[src/rtl/present_pkg.sv]
// Shared definitions for the PRESENT-80 key-schedule blocks.
// Holds the key/round-key/round-counter widths, the number of forward steps,
// the 4-bit S-box and its inverse, and the sequencer state encoding.
package present_pkg;

  localparam int unsigned KEY_W     = 80;
  localparam int unsigned RKEY_W    = 64;
  localparam int unsigned RND_W     = 5;
  localparam int unsigned NUM_STEPS = 31;

  localparam logic [3:0] SBOX [16] = '{
    4'hC, 4'h5, 4'h6, 4'hB, 4'h9, 4'h0, 4'hA, 4'hD,
    4'h3, 4'hE, 4'hF, 4'h8, 4'h4, 4'h7, 4'h1, 4'h2
  };

  localparam logic [3:0] INV_SBOX [16] = '{
    4'h5, 4'hE, 4'hF, 4'h8, 4'hC, 4'h1, 4'h2, 4'hD,
    4'hB, 4'h4, 4'h6, 4'h3, 4'h0, 4'h7, 4'h9, 4'hA
  };

  typedef enum logic [1:0] {
    StIdle,
    StFwd,
    StEmit
  } state_e;

endpackage

[src/rtl/inv_key_sequencer_if.sv]
// Request/response bundle of the inverse key sequencer.
//   start, key     : requester asks for a new sequence with user key K1
//   busy           : sequencer is not idle
//   out_valid/out_ready/out_key/out_round : round-key stream, round 32 down to 1
//   done           : one-cycle pulse after round key 1 is taken
// master = requester/consumer side, slave = sequencer side.
interface inv_key_sequencer_if;
  import present_pkg::*;

  logic              start;
  logic [KEY_W-1:0]  key;
  logic              busy;
  logic              out_valid;
  logic              out_ready;
  logic [RKEY_W-1:0] out_key;
  logic [RND_W:0]    out_round;
  logic              done;

  modport master (
    output start, key, out_ready,
    input  busy, out_valid, out_key, out_round, done
  );

  modport slave (
    input  start, key, out_ready,
    output busy, out_valid, out_key, out_round, done
  );

endinterface

[src/rtl/inv_key_schedule.sv]
// PRESENT-80 inverse key-schedule step (combinational), undoing key_schedule.
//   x : key register after a forward step with counter i
//   i : 5-bit round counter that forward step used
//   r : key register before that forward step
module inv_key_schedule
  import present_pkg::*;
(
  output logic [KEY_W-1:0] r,
  input  logic [KEY_W-1:0] x,
  input  logic [RND_W-1:0] i
);

  logic [KEY_W-1:0] t;

  // Undo in reverse order: counter xor, S-box, then rotate right by 61.
  always_comb begin
    t         = x;
    t[19:15]  = x[19:15] ^ i;
    t[79:76]  = INV_SBOX[t[79:76]];
    r         = {t[60:0], t[79:61]};
  end

endmodule

[src/rtl/key_schedule.sv]
// PRESENT-80 forward key-schedule step (combinational).
//   x : current 80-bit key register
//   i : 5-bit round counter mixed into bits 19:15
//   r : next key register = rotl61, S-box on the top nibble, counter xor
module key_schedule
  import present_pkg::*;
(
  output logic [KEY_W-1:0] r,
  input  logic [KEY_W-1:0] x,
  input  logic [RND_W-1:0] i
);

  logic [KEY_W-1:0] rot;

  always_comb begin
    rot       = {x[18:0], x[79:19]};
    r         = rot;
    r[79:76]  = SBOX[rot[79:76]];
    r[19:15]  = rot[19:15] ^ i;
  end

endmodule

[src/rtl/inv_key_sequencer.sv]
// Emits the PRESENT-80 round keys in reverse order (K32 down to K1).
// On an accepted start the user key is run forward 31 steps to reach K32,
// then each accepted output steps the register backwards with the inverse
// schedule, so no key storage beyond one register is needed.
//   clk, rst_n : clock, asynchronous active-low reset
//   bus        : slave side of inv_key_sequencer_if (start/key in,
//                out_valid/out_ready/out_key/out_round stream, busy, done)
module inv_key_sequencer
  import present_pkg::*;
(
  input logic                clk,
  input logic                rst_n,
  inv_key_sequencer_if.slave bus
);

  state_e            state_q, state_d;
  logic [KEY_W-1:0]  key_q, key_d;
  logic [RND_W-1:0]  cnt_q, cnt_d;
  logic [RND_W:0]    round_q, round_d;
  logic              done_q, done_d;

  logic [KEY_W-1:0]  fwd_key;
  logic [KEY_W-1:0]  inv_key;
  logic [RND_W-1:0]  inv_rnd;

  // Going from round r to r-1 undoes the forward step that used counter r-1.
  assign inv_rnd = RND_W'(round_q - 1'b1);

  key_schedule u_key_schedule (
    .r (fwd_key),
    .x (key_q),
    .i (cnt_q)
  );

  inv_key_schedule u_inv_key_schedule (
    .r (inv_key),
    .x (key_q),
    .i (inv_rnd)
  );

  always_comb begin
    state_d = state_q;
    key_d   = key_q;
    cnt_d   = cnt_q;
    round_d = round_q;
    done_d  = 1'b0;
    unique case (state_q)
      StIdle: begin
        // A start landing on the done cycle is dropped.
        if (bus.start && !done_q) begin
          key_d   = bus.key;
          cnt_d   = RND_W'(1);
          state_d = StFwd;
        end
      end
      StFwd: begin
        key_d = fwd_key;
        if (cnt_q == RND_W'(NUM_STEPS)) begin
          // Counter holds at its last value instead of wrapping to zero.
          round_d = (RND_W + 1)'(NUM_STEPS + 1);
          state_d = StEmit;
        end else begin
          cnt_d = cnt_q + 1'b1;
        end
      end
      StEmit: begin
        if (bus.out_ready) begin
          if (round_q == (RND_W + 1)'(1)) begin
            done_d  = 1'b1;
            state_d = StIdle;
          end else begin
            key_d   = inv_key;
            round_d = round_q - 1'b1;
          end
        end
      end
      default: state_d = StIdle;
    endcase
  end

  always_ff @(posedge clk or negedge rst_n) begin
    if (!rst_n) begin
      state_q <= StIdle;
      key_q   <= '0;
      cnt_q   <= '0;
      round_q <= '0;
      done_q  <= 1'b0;
    end else begin
      state_q <= state_d;
      key_q   <= key_d;
      cnt_q   <= cnt_d;
      round_q <= round_d;
      done_q  <= done_d;
    end
  end

  assign bus.busy      = (state_q != StIdle);
  assign bus.out_valid = (state_q == StEmit);
  assign bus.out_key   = key_q[KEY_W-1:KEY_W-RKEY_W];
  assign bus.out_round = round_q;
  assign bus.done      = done_q;

endmodule

[src/flat_wrapper.sv]
// flat-port wrapper written by rule: the top's interface ports become plain ports
module inv_key_sequencer_flat import present_pkg::*;
  (clk, rst_n, bus_start, bus_key, bus_out_ready, bus_busy, bus_out_valid, bus_out_key, bus_out_round, bus_done);
  inv_key_sequencer_if bus_i ();
  input logic clk;
  input logic rst_n;
  input wire logic [$bits(bus_i.start)-1:0] bus_start;
  input wire logic [$bits(bus_i.key)-1:0] bus_key;
  input wire logic [$bits(bus_i.out_ready)-1:0] bus_out_ready;
  output wire logic [$bits(bus_i.busy)-1:0] bus_busy;
  output wire logic [$bits(bus_i.out_valid)-1:0] bus_out_valid;
  output wire logic [$bits(bus_i.out_key)-1:0] bus_out_key;
  output wire logic [$bits(bus_i.out_round)-1:0] bus_out_round;
  output wire logic [$bits(bus_i.done)-1:0] bus_done;
  assign bus_i.start = bus_start;
  assign bus_i.key = bus_key;
  assign bus_i.out_ready = bus_out_ready;
  assign bus_busy = bus_i.busy;
  assign bus_out_valid = bus_i.out_valid;
  assign bus_out_key = bus_i.out_key;
  assign bus_out_round = bus_i.out_round;
  assign bus_done = bus_i.done;
  inv_key_sequencer u_core (.clk(clk), .rst_n(rst_n), .bus(bus_i));
endmodule
[config.mk]
export PLATFORM = sky130hd
export DESIGN_NAME = inv_key_sequencer_flat
export DESIGN_NICKNAME = d
export VERILOG_FILES = /design/src/rtl/present_pkg.sv /design/src/rtl/inv_key_sequencer_if.sv /design/src/rtl/inv_key_schedule.sv /design/src/rtl/key_schedule.sv /design/src/rtl/inv_key_sequencer.sv /design/src/flat_wrapper.sv
export SDC_FILE = /design/constraint.sdc
export NUM_CORES = 1
export LEC_CHECK = 0
export ABC_AREA = 1
export CAP_MARGIN = 25
export CORE_MARGIN = 4
export CORE_UTILIZATION = 36
export DETAILED_ROUTE_END_ITERATION = 7
export DONT_BUFFER_PORTS = 1
export MAX_ROUTING_LAYER = met4
export PLACE_DENSITY = 0.56
export SYNTH_ARGS = -nofsm -noshare
export SYNTH_HDL_FRONTEND = slang
export SYNTH_SLANG_ARGS = --single-unit
[constraint.sdc]
create_clock -name clk -period 3.6 [get_ports clk]
set_clock_uncertainty 0.1 [all_clocks]
set_input_delay 0.72 -clock clk [delete_from_list [all_inputs] [get_ports clk]]
set_output_delay 0.72 -clock clk [all_outputs]
set_load 0.05 [all_outputs]
# [Word-level counts from Yosys, hierarchy flattened]
# Memories as Yosys holds them, arrays and structs flattened.
# Cells that the tools add are included.
# W data, S select, Z words.
[op_classes] shifts=0 eq_ne=10 addsub=2 bitwise=4 div=0 mux=23 multipliers=0 n_reduce_logical=11 magnitude_cmp=2
[ops] operator="$mux W80" count=3
[ops] operator="$pmux W80 S3" count=1
[ops] operator="$mux W6" count=3
[ops] operator="$mux W4" count=4
[ops] operator="$pmux W6 S2" count=1
[ops] operator="$reduce_and A4 Y1" count=3
[ops] operator="$ge A5 B5 Y1 const B" count=2
[ops] operator="$mux W5" count=2
[ops] operator="$not A4 Y5" count=2
[ops] operator="$pmux W5 S2" count=1
[ops] operator="$xor A5 B5 Y5" count=2
[ops] operator="$mux W2" count=4
[ops] operator="$eq A6 B1 Y1 const B" count=1
[ops] operator="$ne A2 B1 Y1 const B" count=3
[ops] operator="$ne A2 B2 Y1 const B" count=3
[ops] operator="$pmux W2 S3" count=1
[ops] operator="$reduce_bool A2 Y1" count=3
[ops] operator="$sub A6 B1 Y6 const B" count=1
[ops] operator="$add A5 B1 Y5 const B" count=1
[ops] operator="$eq A5 B5 Y1 const B" count=1
[ops] operator="$mux W1" count=3
[ops] operator="$reduce_and A3 Y1" count=1
[ops] operator="$reduce_bool A3 Y1" count=1
[ops] operator="$eq A2 B1 Y1 const B" count=1
[ops] operator="other kinds (4)" count=4
[totals] n_memories=2 register_bits=94 latchBits=0 mem_bits_ro=128 out_inout_bits=73 ram_bits=0 word_cells=59 input_bits=84
[memory_table] name="(name not given)" words=16 width=4 read_ports=1 rd_ports_with_merged_regs=0 write_ports=0 line="key_schedule.sv:18" source="r[79:76] = SBOX[rot[79:76]];"
[memory_table] name="(name not given)" words=16 width=4 read_ports=1 rd_ports_with_merged_regs=0 write_ports=0 line="inv_key_schedule.sv:19" source="t[79:76] = INV_SBOX[t[79:76]];"

# [Logic depth before layout (Yosys ltp)]
[depth] depth_word=7 ltp_mapped=12

# [Hierarchy]
# Synthesis repeated with hierarchy kept, for this count alone.
[unflattened] cells_unflattened=1279 hier_area_um2=8169.1
[by_module_without_submodules] mod="inv_key_sequencer" cells_each=1044 instances=1 area_each_um2=6571.3 seq_area_each_um2=2352.3
[by_module_without_submodules] mod="inv_key_schedule" cells_each=118 instances=1 area_each_um2=804.5 seq_area_each_um2=0.0
[by_module_without_submodules] mod="key_schedule" cells_each=117 instances=1 area_each_um2=793.3 seq_area_each_um2=0.0

# [Worst setup path after synthesis]
# Ideal clock, no wire load.
[synth_timing] path_type="flip-flop to flip-flop" from="register u_core.round_q[0] (netlist: u_core.bus.out_round[0])" to="register u_core.key_q[36]" t_arrival_ns=1.859 path_stages_with_launch=10 n_path_buf=0 setup_time_ns=0.116 setup_slack_ns=1.524 period_less_slack_ns=2.076 required_time_ns=3.384 cell_sequence="dfrtp_1 clkinv_1 ha_1 or2_2 nand2_1 nand2_1 nand2_1 o21ai_0 nand2_1 nand2_1"
[synth_via] elab_chain_cells=5 word_cells_on_any_way=8 classes_between="add/sub: 1; eq/ne: 2; mux: 3; bitwise: 1; reduce/logical: 1"
[synth_lines] item="start, declared" line="inv_key_sequencer.sv:19" source="logic [RND_W:0] round_q, round_d;"
[synth_lines] item="start signal, assigned" line="inv_key_sequencer.sv:92" source="round_q <= round_d;"
[synth_lines] item="$sub A6 B1 Y6"
[synth_lines] item="$xor A5 B5 Y5" line="inv_key_schedule.sv:18" source="t[19:15] = x[19:15] ^ i;"
[synth_lines] item="$mux W80" line="inv_key_sequencer.sv:68" source="if (round_q == (RND_W + 1)'(1)) begin"
[synth_lines] item="$mux W80" line="inv_key_sequencer.sv:67" source="if (bus.out_ready) begin"
[synth_lines] item="$pmux W80 S3" line="inv_key_sequencer.sv:47" source="unique case (state_q)"
[synth_lines] item="end signal, assigned" line="inv_key_sequencer.sv:90" source="key_q <= key_d;"
[synth_lines] item="end, declared" line="inv_key_sequencer.sv:17" source="logic [KEY_W-1:0] key_q, key_d;"
# Several ways; a longest one is shown, not always the timed one. The select of a mux whose other input is x is not followed.
# A chain may end at the register's enable or synchronous reset.

# [Final worst setup path]
[layout_timing] from="register u_core.round_q[1] (netlist: u_core.bus.out_round[1])" to="register u_core.key_q[32]"
[layout_via] elab_chain_cells=3
[layout_lines] item="$eq A6 B1 Y1" line="inv_key_sequencer.sv:68"
[layout_lines] item="$ne A2 B2 Y1 (no line)"
[layout_lines] item="$reduce_and A4 Y1 (no line)"
# No other way between the ends.

==> impl_metrics.json <==
{
  "syn-num-nets": 1055,
  "design_area_um2": 6400,
  "die_x_um": 141,
  "routed_via_density": 5.22,
  "gp_congestion": 0.814,
  "synth.most_common_cell": "nand2_1",
  "ys_seq_elements": 94,
  "finalMaxSlewViolations": 0,
  "syn_avg_cell_area_um2": 6.74,
  "drv_cap": 0,
  "cts_buffers": 9,
  "fin_crit_ns": 2.57,
  "grt_pass1_wl_um": 30800,
  "fp-row-count": 48,
  "yosysUniqueCellTypes": 28,
  "postPlaceCellArea_um2": 6050,
  "drive_gt1_frac": 0.0454,
  "nNetsFinal": 958,
  "fmax_mhz": 390,
  "antenna_found_initial": 0,
  "postCtsHoldBufs": 1,
  "syn_to_final_growth_pct": -0.156,
  "synthArstFlopShare": 1.00,
  "port_buffers": 0,
  "cts_buffer_depth": 2,
  "drt-initial-drc-count": 430,
  "period_share": 0.713,
  "status": "finished, final reports clean",
  "rsz0062_at_grt": "false",
  "crit_arrival_ns": 2.75,
  "worstPathRequired_ns": 3.79,
  "cts_setup_buffers": 0,
  "ctsResizeCount": 0,
  "synthTopCellsByArea": "dfrtp_1 (37%), nand2_1 (20%), a21oi_1 (12%)",
  "drtAntennaViolNets": 0,
  "vias": 5663,
  "finalHoldViolCount": 0,
  "drt-total-wl_um": 19400,
  "hpwlAfterDp_um": 13000,
  "synth_enable_flop_cells": 0,
  "start_util": 0.369,
  "start_kind": "register",
  "dieArea_um2": 20000,
  "synth-seq-area-share": 0.367,
  "insertion_delay_ns": 0.35,
  "grt_usage": 0.197,
  "syn-cell-area_um2": 6410,
  "coreArea_um2": 17400,
  "synth_top_area_cell": "dfrtp_1",
  "wl_per_cell_um": 17.9,
  "finalSetupViolations": 0,
  "diodes": 0,
  "top_level_ports": 157,
  "path_class": "reg2reg",
  "fp.dieH_um": 141,
  "finalSetupTns_ns": 0,
  "clk_pin_slew_worst_paths_ns": 0.08,
  "grt_max_degree": 95,
  "cts_root_buf": "clkbuf_16",
  "end_kind": "register",
  "worst_pin_slew_ns": 0.871,
  "nFillCells": 1879,
  "ys_top_cells_by_count": "nand2_1 (349), a21oi_1 (153), nor2_1 (102), dfrtp_1 (94), buf_4 (68)",
  "gr-total-overflow": 0,
  "htree_levels": 3,
  "hold_path_class": "in2async",
  "ys.warnings.count": 0,
  "drc": 0,
  "synth_top_area_frac": 0.367,
  "synth_ff_type": "dfrtp_1",
  "crit_fanout": 50,
  "synthCells": 951,
  "grt_pass1_vias": 5377,
  "maxSlewHeadroom": 0.419,
  "first_pass_iters": 5,
  "clock_sinks": 94,
  "cts_tree": "yes"
}
area by class of cell:
| cell class | count | area (um^2) | area share |
|---|---|---|---|
| Timing Repair Buffer | 10 | 140 | 0.0219 |
| Clock inverter | 7 | 73.8 | 0.0115 |
| Multi-Input combinational cell | 706 | 3200 | 0.501 |
| Sequential cell | 94 | 2350 | 0.367 |
| Inverter | 33 | 124 | 0.0194 |
| Tap cell | 225 | 282 | 0.0440 |
| Clock buffer | 9 | 225 | 0.0352 |
cell usage in the layout (no fill, tap or decap), drive strengths merged, types with 9 or more instances in the layout:
cell type  count
dfrtp         94
ha            20
nor2         103
clkbuf         9
buf           10
o21ai         37
a21oi        153
inv           33
nand2        349
nand3         25
metrics by stage:
stage	setup WS (ns)	util	hold WS, ns	instances
global route	0.776	0.369	0.215	1084
CTS	0.787	0.367	0.212	1083
finish	1.03	0.369	0.191	1084
detailed placement	1.03	0.348	0.328	1066
floorplan	1.52	-	0.324	951
global placement	1.06	0.348	0.330	1066
sequential cells by signal, summed over array words and instances (netlist names):
signal / flops
u_core.bus.done: 1
u_core.bus.out_round: 6
u_core.cnt_q: 5
u_core.key_q: 80
u_core.state_q: 2
layer usage:
layer | vias up | GRT usage | share of wire
li1 | 2782 | - | -
met2 | 185 | 0.285 | 0.44
met3 | 14 | 0.0533 | 0.072
met5 | - | - | 0
met1 | 2682 | 0.278 | 0.47
met4 | 0 | 0.0424 | 0.011
cell families after synthesis:
group / share of synthesized area
flops: 0.367
buf+inv: 0.139
simple gates: 0.300
compound gates: 0.156
fa+ha+maj: 0.0390
critical path, cell delays in order (launching register included):
cell and delay (ns):
dfrtp_1 0.65, inv_1 0.16, ha_1 0.25, nand4_2 0.14, nand3_4 0.30, inv_2 0.41, buf_12 0.29, nand2_1 0.08
nand2_1 0.07
final timing paths:
kind                                                startpoint                                   to  slack (ns)  cells after the start
max                        u_core.bus.out_round[1]$_DFFE_PN0P_         u_core.key_q[32]$_DFFE_PN0P_        1.03                      8
min in group clk                                 bus_out_ready            u_core.bus.done$_DFF_PN0_        0.40                      2
min                                                      rst_n  u_core.bus.out_round[4]$_DFFE_PN0P_        0.19                      1
max reg2reg                u_core.bus.out_round[1]$_DFFE_PN0P_         u_core.key_q[32]$_DFFE_PN0P_        1.03                      8
max in group asynchronous                                rst_n         u_core.key_q[17]$_DFFE_PN0P_        2.80                      1
min reg2reg                        u_core.key_q[4]$_DFFE_PN0P_          u_core.key_q[4]$_DFFE_PN0P_        0.42                      2
Power is not shown: default switching activity piles up to over one toggle a cycle in this logic, so the estimate is an artifact.
